[src/rtl/pipe_vr.sv]
// Elastic valid/ready pipeline built from N full-throughput skid slices.
// Ready is registered per slice, so backpressure never forms a combinational path.
module pipe_vr #(
  parameter int N         = 1,
  parameter int W         = 32,
  parameter bit WithReset = 1'b0
) (
  input  logic         clk,
  input  logic         reset,
  input  logic         i_valid,
  output logic         o_ready,
  input  logic [W-1:0] i_data,
  output logic         o_valid,
  input  logic         i_ready,
  output logic [W-1:0] o_data,
  output logic         o_empty
);

  logic [N:0]        vld;
  logic [N:0]        rdy;
  logic [N:0][W-1:0] dat;
  logic [N-1:0]      busy;

  assign vld[0]  = i_valid;
  assign dat[0]  = i_data;
  assign o_ready = rdy[0];
  assign rdy[N]  = i_ready;
  assign o_valid = vld[N];
  assign o_data  = dat[N];
  assign o_empty = ~|busy;

  for (genvar k = 0; k < N; k++) begin : g_stage
    logic         m_valid_q, m_valid_d;
    logic         s_valid_q, s_valid_d;
    logic [W-1:0] m_data_q, m_data_d;
    logic [W-1:0] s_data_q, s_data_d;
    logic         accept;
    logic         free;

    assign accept = vld[k] & ~s_valid_q;
    assign free   = rdy[k+1] | ~m_valid_q;

    always_comb begin
      m_valid_d = m_valid_q;
      s_valid_d = s_valid_q;
      m_data_d  = m_data_q;
      s_data_d  = s_data_q;
      if (free) begin
        if (s_valid_q) begin
          m_valid_d = 1'b1;
          m_data_d  = s_data_q;
          s_valid_d = 1'b0;
        end else begin
          m_valid_d = accept;
          if (accept) m_data_d = dat[k];
        end
      end else if (accept) begin
        // main is stalled: park the beat in the skid
        s_valid_d = 1'b1;
        s_data_d  = dat[k];
      end
    end

    always_ff @(posedge clk or posedge reset) begin
      if (reset) begin
        m_valid_q <= 1'b0;
        s_valid_q <= 1'b0;
      end else begin
        m_valid_q <= m_valid_d;
        s_valid_q <= s_valid_d;
      end
    end

    if (WithReset) begin : g_rst
      always_ff @(posedge clk or posedge reset) begin
        if (reset) begin
          m_data_q <= '0;
          s_data_q <= '0;
        end else begin
          m_data_q <= m_data_d;
          s_data_q <= s_data_d;
        end
      end
    end else begin : g_nrst
      always_ff @(posedge clk) begin
        m_data_q <= m_data_d;
        s_data_q <= s_data_d;
      end
    end

    assign rdy[k]   = ~s_valid_q;
    assign vld[k+1] = m_valid_q;
    assign dat[k+1] = m_data_q;
    assign busy[k]  = m_valid_q | s_valid_q;
  end

endmodule

[config.mk]
export PLATFORM = sky130hd
export DESIGN_NAME = pipe_vr
export DESIGN_NICKNAME = d
export VERILOG_FILES = /design/src/rtl/pipe_vr.sv
export SDC_FILE = /design/constraint.sdc
export NUM_CORES = 1
export LEC_CHECK = 0
export CAP_MARGIN = 10
export CORE_ASPECT_RATIO = 1.1
export CORE_MARGIN = 4
export CORE_UTILIZATION = 47
export DETAILED_ROUTE_END_ITERATION = 8
export PLACE_DENSITY = 0.79
export SYNTH_ARGS = -nofsm -noshare
export SYNTH_HDL_FRONTEND = slang
export SYNTH_SLANG_ARGS = --single-unit
[constraint.sdc]
create_clock -name clk -period 3.8 [get_ports clk]
set_input_delay 1.14 -clock clk [delete_from_list [all_inputs] [get_ports clk]]
set_output_delay 1.14 -clock clk [all_outputs]
set_load 0.01 [all_outputs]
==> results.py <==
metrics = {
    "outcome": {
        "status": "complete, no violations",
    },
    "grt": {
        "antenna_found_initial": 0,
        "first_global_vias": 1395,
        "grt_pass1_wl_mm": 7.02,
        "grt-ovfl-total": 0,
        "grt_max_degree": 35,
        "grt_usage": 0.143,
    },
    "route": {
        "dr.pass1.iters": 4,
        "detail_route.wl_per_cell_um": 16.5,
        "drtAntennaViolNets": 0,
        "drt-initial-drc-count": 62,
        "via_per_inst": 4.74,
        "vias": 1271,
        "drt-total-wl_mm": 4.41,
        "drc": 0,
    },
    "yosys": {
        "ys_seq_area_frac": 0.776,
        "synth_area_per_cell_um2": 22.9,
        "ys_top_cells_by_area": "edfxtp_1, mux2_4, mux2_2, dfrtp_1, buf_12",
        "synthCells": 111,
        "syn_area_um2": 2540,
        "ys_async_sr_fraction": 0.0303,
        "synth_seq_cells": 66,
        "synth_common_cells": "edfxtp_1, mux2_4, mux2_2",
        "synth_fp_nets": 147,
        "synth.largest_area_cell": "edfxtp_1",
        "synth_top_cell_area_share": 0.756,
        "synth_edf_count": 64,
        "synth_cell_types": 13,
        "synth.yosys.warnings": 0,
        "synthFlopType": "edfxtp_1",
        "synth_most_common_cell": "edfxtp_1",
    },
    "clock_network": {
        "cts_buffers": 9,
        "clk_pin_slew_ns": 0.07,
        "cts_max_level": 3,
        "cts-root-buf": "clkbuf_8",
        "post_cts_resize_count": 0,
        "cts_sinks": 66,
        "cts_tree": "yes",
        "clock_latency_ns": 0.33,
        "clockBufferDepth": 2,
        "cts_setup_buffers": 0,
        "cts.hold.buffers_added": 0,
    },
    "sta": {
        "period_needed_ns": 2.59,
        "finalHoldViolCount": 0,
        "max_freq_mhz": 386,
        "maxSlewViolCount": 0,
        "tightest_slew_ns": 0.598,
        "fin_tns_setup_ns": 0,
        "relSlewSlack": 0.601,
        "period_share": 0.682,
        "whs_ns": 0.550,
        "rsz0062_at_grt": "no",
        "setup_viol": 0,
        "skew_ns": 0.00652,
    },
    "pwr": {
        "pwr-share-comb": 0.134,
        "powerDensity_nw_per_um2": 463,
        "peakVddDrop_uv": 315,
        "power.net_switching_uw": 336,
        "seqPwrFrac": 0.538,
        "sw_frac_of_total": 0.208,
        "p_leak_uw": 0.00126,
        "power.share.clock": 0.328,
        "internal-power_uw": 1280,
    },
    "floorplanning": {
        "start_util": 0.495,
        "core_um2": 5130,
        "pin_count": 71,
        "die-width_um": 78.1,
        "rows": 27,
        "die_h_um": 85.1,
        "dieArea_um2": 6650,
    },
    "setup_path": {
        "worst-path-max-fanout": 18,
        "criticalPathCategory": "input port to flop",
        "endpoint_kind": "flop",
        "critPathRequiredTime_ns": 3.81,
        "crit_arrival_ns": 2.60,
        "start_kind": "input port",
    },
    "place": {
        "place.gp.congestion": 0.695,
        "hpwl_mm": 3.10,
        "port-buffer-count": 70,
    },
    "cells_and_area": {
        "nets": 228,
        "drive_above_1_share": 0.255,
        "nFillCells": 356,
        "area_growth_pct": 37.3,
        "diodes": 0,
    },
    "flow_run": {
        "maxCapViolCount": 0,
    },
    "worst_hold_path": {
        "hp-class": "flop to flop",
    },
}
-- power by group through the flow --
stage,Sequential [uW],Combinational (uW),Clock [uW]
2_1_floorplan,902,90.0,0
3_3_place_gp,886,212,0
3_5_place_dp,887,218,0
4_1_cts,872,219,542
5_1_grt,876,229,575
6_report,871,216,531
-- per-layer routing --
layer | vias to the layer above | wire (um) | GRT usage | part of all wire
li1 | 592 | - | - | -
met1 | 619 | 1880 | 0.181 | 0.43
met2 | 50 | 2210 | 0.221 | 0.50
met3 | 10 | 226 | 0.0361 | 0.051
met4 | 0 | 94 | 0.0859 | 0.021
met5 | - | 0 | 0 | 0
-- final timing paths --
path                                    startpoint                   end  slack [ns]  cells past startpoint
setup / recovery                           i_ready             o_data[5]        1.21                      4
hold / removal             g_stage[0].s_data_q[22]            o_data[22]        0.55                      1
setup reg to reg              g_stage[0].s_valid_q             o_data[5]        1.62                      4
hold reg to reg            g_stage[0].s_data_q[22]            o_data[22]        0.55                      1
max in group asynchronous                    reset  g_stage[0].s_valid_q        2.72                      2
min in group asynchronous                    reset  g_stage[0].s_valid_q        0.96                      2
-- state kept, by name (all words and copies together) (netlist names) --
signal	cells
o_valid	1
g_stage.s_valid_q	1
g_stage.s_data_q	32
o_data	32
-- stage by stage --
| step | instances | setup WS, ns | utilization | area, um^2 | total power, uW |
|---|---|---|---|---|---|
| 4_1_cts | 268 | 1.19 | 0.680 | 3490 | 1630 |
| 6_report | 268 | 1.21 | 0.680 | 3490 | 1620 |
| 3_5_place_dp | 253 | 0.853 | 0.646 | 3320 | 1110 |
| 5_1_grt | 268 | 1.11 | 0.680 | 3490 | 1680 |
| 2_1_floorplan | 111 | 0.602 | - | 2550 | 992 |
| 3_3_place_gp | 253 | 0.908 | 0.646 | 3320 | 1100 |
-- cell families (layout without fill, tap and decap cells) --
kind of cell | count (synthesis) | count (layout) | share of synthesized area
buf+inv | 6 | 91 | 0.0290
flops | 66 | 66 | 0.776
simple gates | 7 | 7 | 0.0138
mux | 32 | 32 | 0.182
-- critical path, cell delays in order --
cell and delay [ns]:
clkdlybuf4s50_1 0.45, nand2b_1 0.22, nor2b_4 0.45, buf_4 0.35
-- area by class of cell --
| cell class | instances | area (um^2) | share of cell area |
|---|---|---|---|
| Clock buffer | 10 | 128 | 0.0366 |
| Tap cell | 72 | 90.1 | 0.0258 |
| Timing Repair Buffer | 74 | 731 | 0.209 |
| Sequential cell | 66 | 1970 | 0.565 |
| Inverter | 2 | 7.51 | 0.00215 |
| Clock inverter | 5 | 46.3 | 0.0133 |
| Multi-Input combinational cell | 39 | 515 | 0.148 |
-- cell usage in the layout, fill, tap and decap left out --
cell type / count
nand2b_1: 1
nand2_1: 1
nor3b_4: 1
nor2b_4: 1
clkinv_2: 1
mux2_2: 5
buf_4: 4
clkbuf_1: 1
bufinv_16: 1
dfrtp_1: 1
dfrtp_2: 1
mux2_4: 27
clkinv_1: 3
inv_1: 2
nor2_1: 3
clkdlybuf4s50_1: 70
edfxtp_1: 64
clkbuf_8: 9
Power figures use the tool's default switching activity.
==> variant 1, RTL diff (same settings) <==
The parameter `W` goes from 32 to 48.
--- a/src/rtl/pipe_vr.sv
+++ b/src/rtl/pipe_vr.sv
@@ -2,7 +2,7 @@
 // Ready is registered per slice, so backpressure never forms a combinational path.
 module pipe_vr #(
   parameter int N         = 1,
-  parameter int W         = 32,
+  parameter int W         = 48,
   parameter bit WithReset = 1'b0
 ) (
   input  logic         clk,
Ports: changed (resized i_data and o_data); port bits go from 71 to 103. The function was not compared with the original's and may differ.
==> variant 1 against the original RTL <==
Routed wire length rose by 44%; clock skew fell by 0.98 ps; final cell count rose by 43%; global-route usage fell by 0.80 points; setup slack got worse by 280 ps; worst hold slack improved by 2.5 ps; via count rose by 43%; count of clock-buffer cells in the layout did not move; area after synthesis rose by 49%; sequential cell count rose by 32; total power rose by 39%; non-clock buffer count rose by 31; fmax fell by 9.8%; cell area rose by 45%; highest routed layer unchanged.
==> variant 1: results (changes against the original RTL) <==
Switching Fraction: 0.211 (+0.00366)
routed length on met3: 425 um (+88%)
Seq/Total Area, Yosys: 0.772 (-0.00352)
clock latency at the later pin of the worst-skew pair: 350 ps (+20 ps)
initial DRC count: 128 (+110%)
Final #Nets: 323 (+42%)
Routed met2 length: 3220 um (+46%)
via count: 1,822 (+43%)
fraction of layout cells with a size suffix above 1: 0.243 (-0.0123)
top cells by area, synth: edfxtp_1 76%, mux2_4 19%, buf_12 2.1%
status: complete, no violations
Yosys cell types: 13 (unchanged)
Post-Synthesis Cells: 161 (+45%)
placed cells: 368 (+45%)
final clock skew: 5.53 ps (-0.981 ps)
vias in the first global route: 1,911 (+37%)
GP Congestion: 0.769 (+11%)
Max stage delay cell, worst path: dfrtp_4
CTS H-tree lvls: 3 (unchanged)
Hold Path Class: flop to flop
CP Max Fanout: 25 (+7)
ys async rst share: 0.0204 (-0.00989)
CP max stage delay: 680 ps (+230 ps)
global-route wire length before repair: 9560 um (+36%)
gr usage total: 0.135 (-0.00796)
Peak VDD IR: 0.000228 V (-28%)
CTS resizes: 0 (unchanged)
largest net degree at the start of global routing: 49 (+40%)
Post-synth EDFFs: 96 (+50%)
Worst Tran Pin Value: 613 ps (+15.4 ps)
critical hold path startpoint: g_stage[0].s_data_q[24]
n_diodes: 0 (unchanged)
Final Non-Filler Cells: 384 (+43%)
leakage dissipation: 1.81 nW (+44%)
top cells by count, synth: 96 x edfxtp_1, 47 x mux2_4, 4 x buf_12
post-CTS setup buffers: 0 (unchanged)
HPWL after DPL: 4300 um (+39%)
number of port buffers: 102 (+46%)
M1 wire length: 2660 um (+42%)
Clock transition at path regs: 80 ps
Mapped Nets: 213 (+45%)
clk buf depth: 2 (unchanged)
Worst Setup SP: g_stage[0].s_valid_q
Num CTS Buffers: 9 (unchanged)
WL/cell: 16.6 um (+0.61%)
variant 1: cell types whose count changed in the layout (fill, tap and decap cells not counted), sizes merged:
cell / change
buf: -1
clkdlybuf4s50: +32
clkinv: -1
clkinvlp: +2
edfxtp: +32
mux2: +16
variant 1: final cells by class:
class	count	area, sq um
clock inverters	6	57.6
clock buffers	10	128
repair buffers	105	1040
well taps	108	135
inverters	2	7.51
fillers	575	2830
flip-flops and latches	98	2940
multi-input cells	55	771
variant 1: worst max-delay path: cells and delay by family (launching register included):
family	cells	cell delay, ps
DFF	1	680
and+or+nand+nor	1	160
buffers and inverters	1	550
variant 1: kinds of logic after synthesis:
group                  after synthesis  synth area share
DFF                                 98             0.772
muxes                               48             0.189
buffers and inverters                8            0.0300
and+or+nand+nor                      7           0.00922
variant 1: layer usage:
layer  track usage  vias to the layer above
met4        0.0433                        0
met1         0.171                      895
li1              -                      852
met2         0.223                       68
met3        0.0427                        7
met5             0                        -
variant 1: final timing paths:
path,endpoint,slack [ps],cells after the start
max in group asynchronous,g_stage[0].s_valid_q,2700,2
setup / recovery,o_empty,920,2
setup reg to reg,o_data[16],1860,3
min in group asynchronous,o_valid,980,2
hold / removal,o_data[24],550,1
hold reg to reg,o_data[24],550,1
variant 1: power groups by stage:
stage               sequential [mW]  combinational (mW)  clock (mW)
floorplan                      1.34               0.138           0
finish                         1.30               0.306       0.630
CTS                            1.31               0.311       0.645
detailed placement             1.33               0.310           0
global placement               1.33               0.303           0
global route                   1.31               0.325       0.685
variant 1: per-stage QoR:
stage                     power (mW)  setup WS [ps]  hold WS [ps]   util  cell area, sq um
after floorplan                 1.48           97.3           523      -              3810
after global placement          1.63            943           528  0.618              4890
after detailed placement        1.64            882           535  0.618              4890
after CTS                       2.26            905           553  0.642              5080
after global routing            2.32            848           562  0.642              5080
final                           2.24            925           553  0.642              5080
==> variant 2, RTL diff (same flow settings) <==
Without the edit above. Reset style: synchronous (`reset`), changed in 2 clocked blocks.
--- a/src/rtl/pipe_vr.sv
+++ b/src/rtl/pipe_vr.sv
@@ -61,7 +61,7 @@
       end
     end
 
-    always_ff @(posedge clk or posedge reset) begin
+    always_ff @(posedge clk) begin
       if (reset) begin
         m_valid_q <= 1'b0;
         s_valid_q <= 1'b0;
@@ -72,7 +72,7 @@
     end
 
     if (WithReset) begin : g_rst
-      always_ff @(posedge clk or posedge reset) begin
+      always_ff @(posedge clk) begin
         if (reset) begin
           m_data_q <= '0;
           s_data_q <= '0;
Check against the original RTL: differs if reset is asserted again (counterexample within 4 cycles, from zero or initial values and one cycle with reset high); with reset held inactive, the same outputs for 10 cycles.
==> variant 2 against the original RTL <==
Total power shrank 8.8%; setup slack gained 140 ps; sequential cell count is the same; largest power group unchanged; count of clock-buffer cells in the layout grew 1; sequential power shrank 2.6%; cell area shrank 1.5%; critical path type is now flop to output pin; final cell count shrank 0.37%; worst hold slack lost 2.5 ps; core utilization shrank 0.60 points; area after synthesis shrank 0.84%; fmax grew 5.8%; routed wire length grew 0.61%; largest cell class unchanged.
==> variant 2: results (changes against the original RTL) <==
Routed met2 length: 2200 um (-0.41%)
M1 wire length: 1840 um (-1.9%)
leakage dissipation: 1.20 nW (-4.9%)
met1 usage: 0.178 (-0.00294)
reg2reg setup slack: 2000 ps (+380 ps)
Post-Synthesis Cells: 110 (-0.90%)
post-synthesis compound-gate area fraction: 0.00496 (+0.00496)
HPWL after DPL: 2930 um (-5.4%)
post-synthesis mux area share: 0.180 (-0.00145)
Switching Fraction: 0.210 (+0.00228)
WL/cell: 16.6 um (+0.99%)
Final #Nets: 226 (-0.88%)
ys async rst share: 0 (-0.0303)
Filler cells: 334 (-6.2%)
met3 global-route usage: 0.0488 (+0.0127)
largest net degree at the start of global routing: 36 (+2.9%)
top cells by count, synth: 64 x edfxtp_1, 25 x mux2_4, 7 x mux2_2
P_int: 1.17 mW (-9.0%)
FF-to-FF End: o_data[16]
pre-CTS WS: 1060 ps (+210 ps)
vias in the first global route: 1,437 (+3.0%)
Max Freq: 0.408 GHz (+5.8%)
status: complete, no violations
Worst R2R Path Depth: 3 (-1)
placed cells: 251 (-0.79%)
endpoint of the worst setup timing path: o_empty
fraction of layout cells with a size suffix above 1: 0.246 (-0.00895)
final clock skew: 4.09 ps (-2.42 ps)
crit path DAT: 1310 ps (-1290 ps)
global-route wire length before repair: 7090 um (+0.98%)
Seq/Total Area, Yosys: 0.778 (+0.00257)
[variant 2: how the worst min path moves through the flow]
stage / cells past startpoint / end / from / slack, ps
finish: 1 / o_data[6] / g_stage[0].s_data_q[6] / 550
global route: 1 / o_data[23] / g_stage[0].s_data_q[23] / 560
CTS: 1 / o_data[6] / g_stage[0].s_data_q[6] / 550
detailed placement: 1 / o_data[27] / g_stage[0].s_data_q[27] / 540
global placement: 1 / o_data[3] / g_stage[0].s_data_q[3] / 530
floorplan: 1 / o_data[0] / g_stage[0].s_data_q[0] / 520
[variant 2: area by class of cell]
| type | instances | area share |
|---|---|---|
| clock buffer | 11 | 0.0382 |
| tap | 72 | 0.0262 |
| clock inverter | 5 | 0.00619 |
| timing repair buffer | 73 | 0.210 |
| sequential | 66 | 0.571 |
| inverter | 1 | 0.00109 |
| multi-input combinational | 39 | 0.147 |
[variant 2: worst register-to-register path: cells and delay by family, from the launching register on]
family / cells / cell delay, ps
flip-flops: 1 / 350
buffers and inverters: 2 / 880
AO/OA/AOI/OAI: 1 / 210
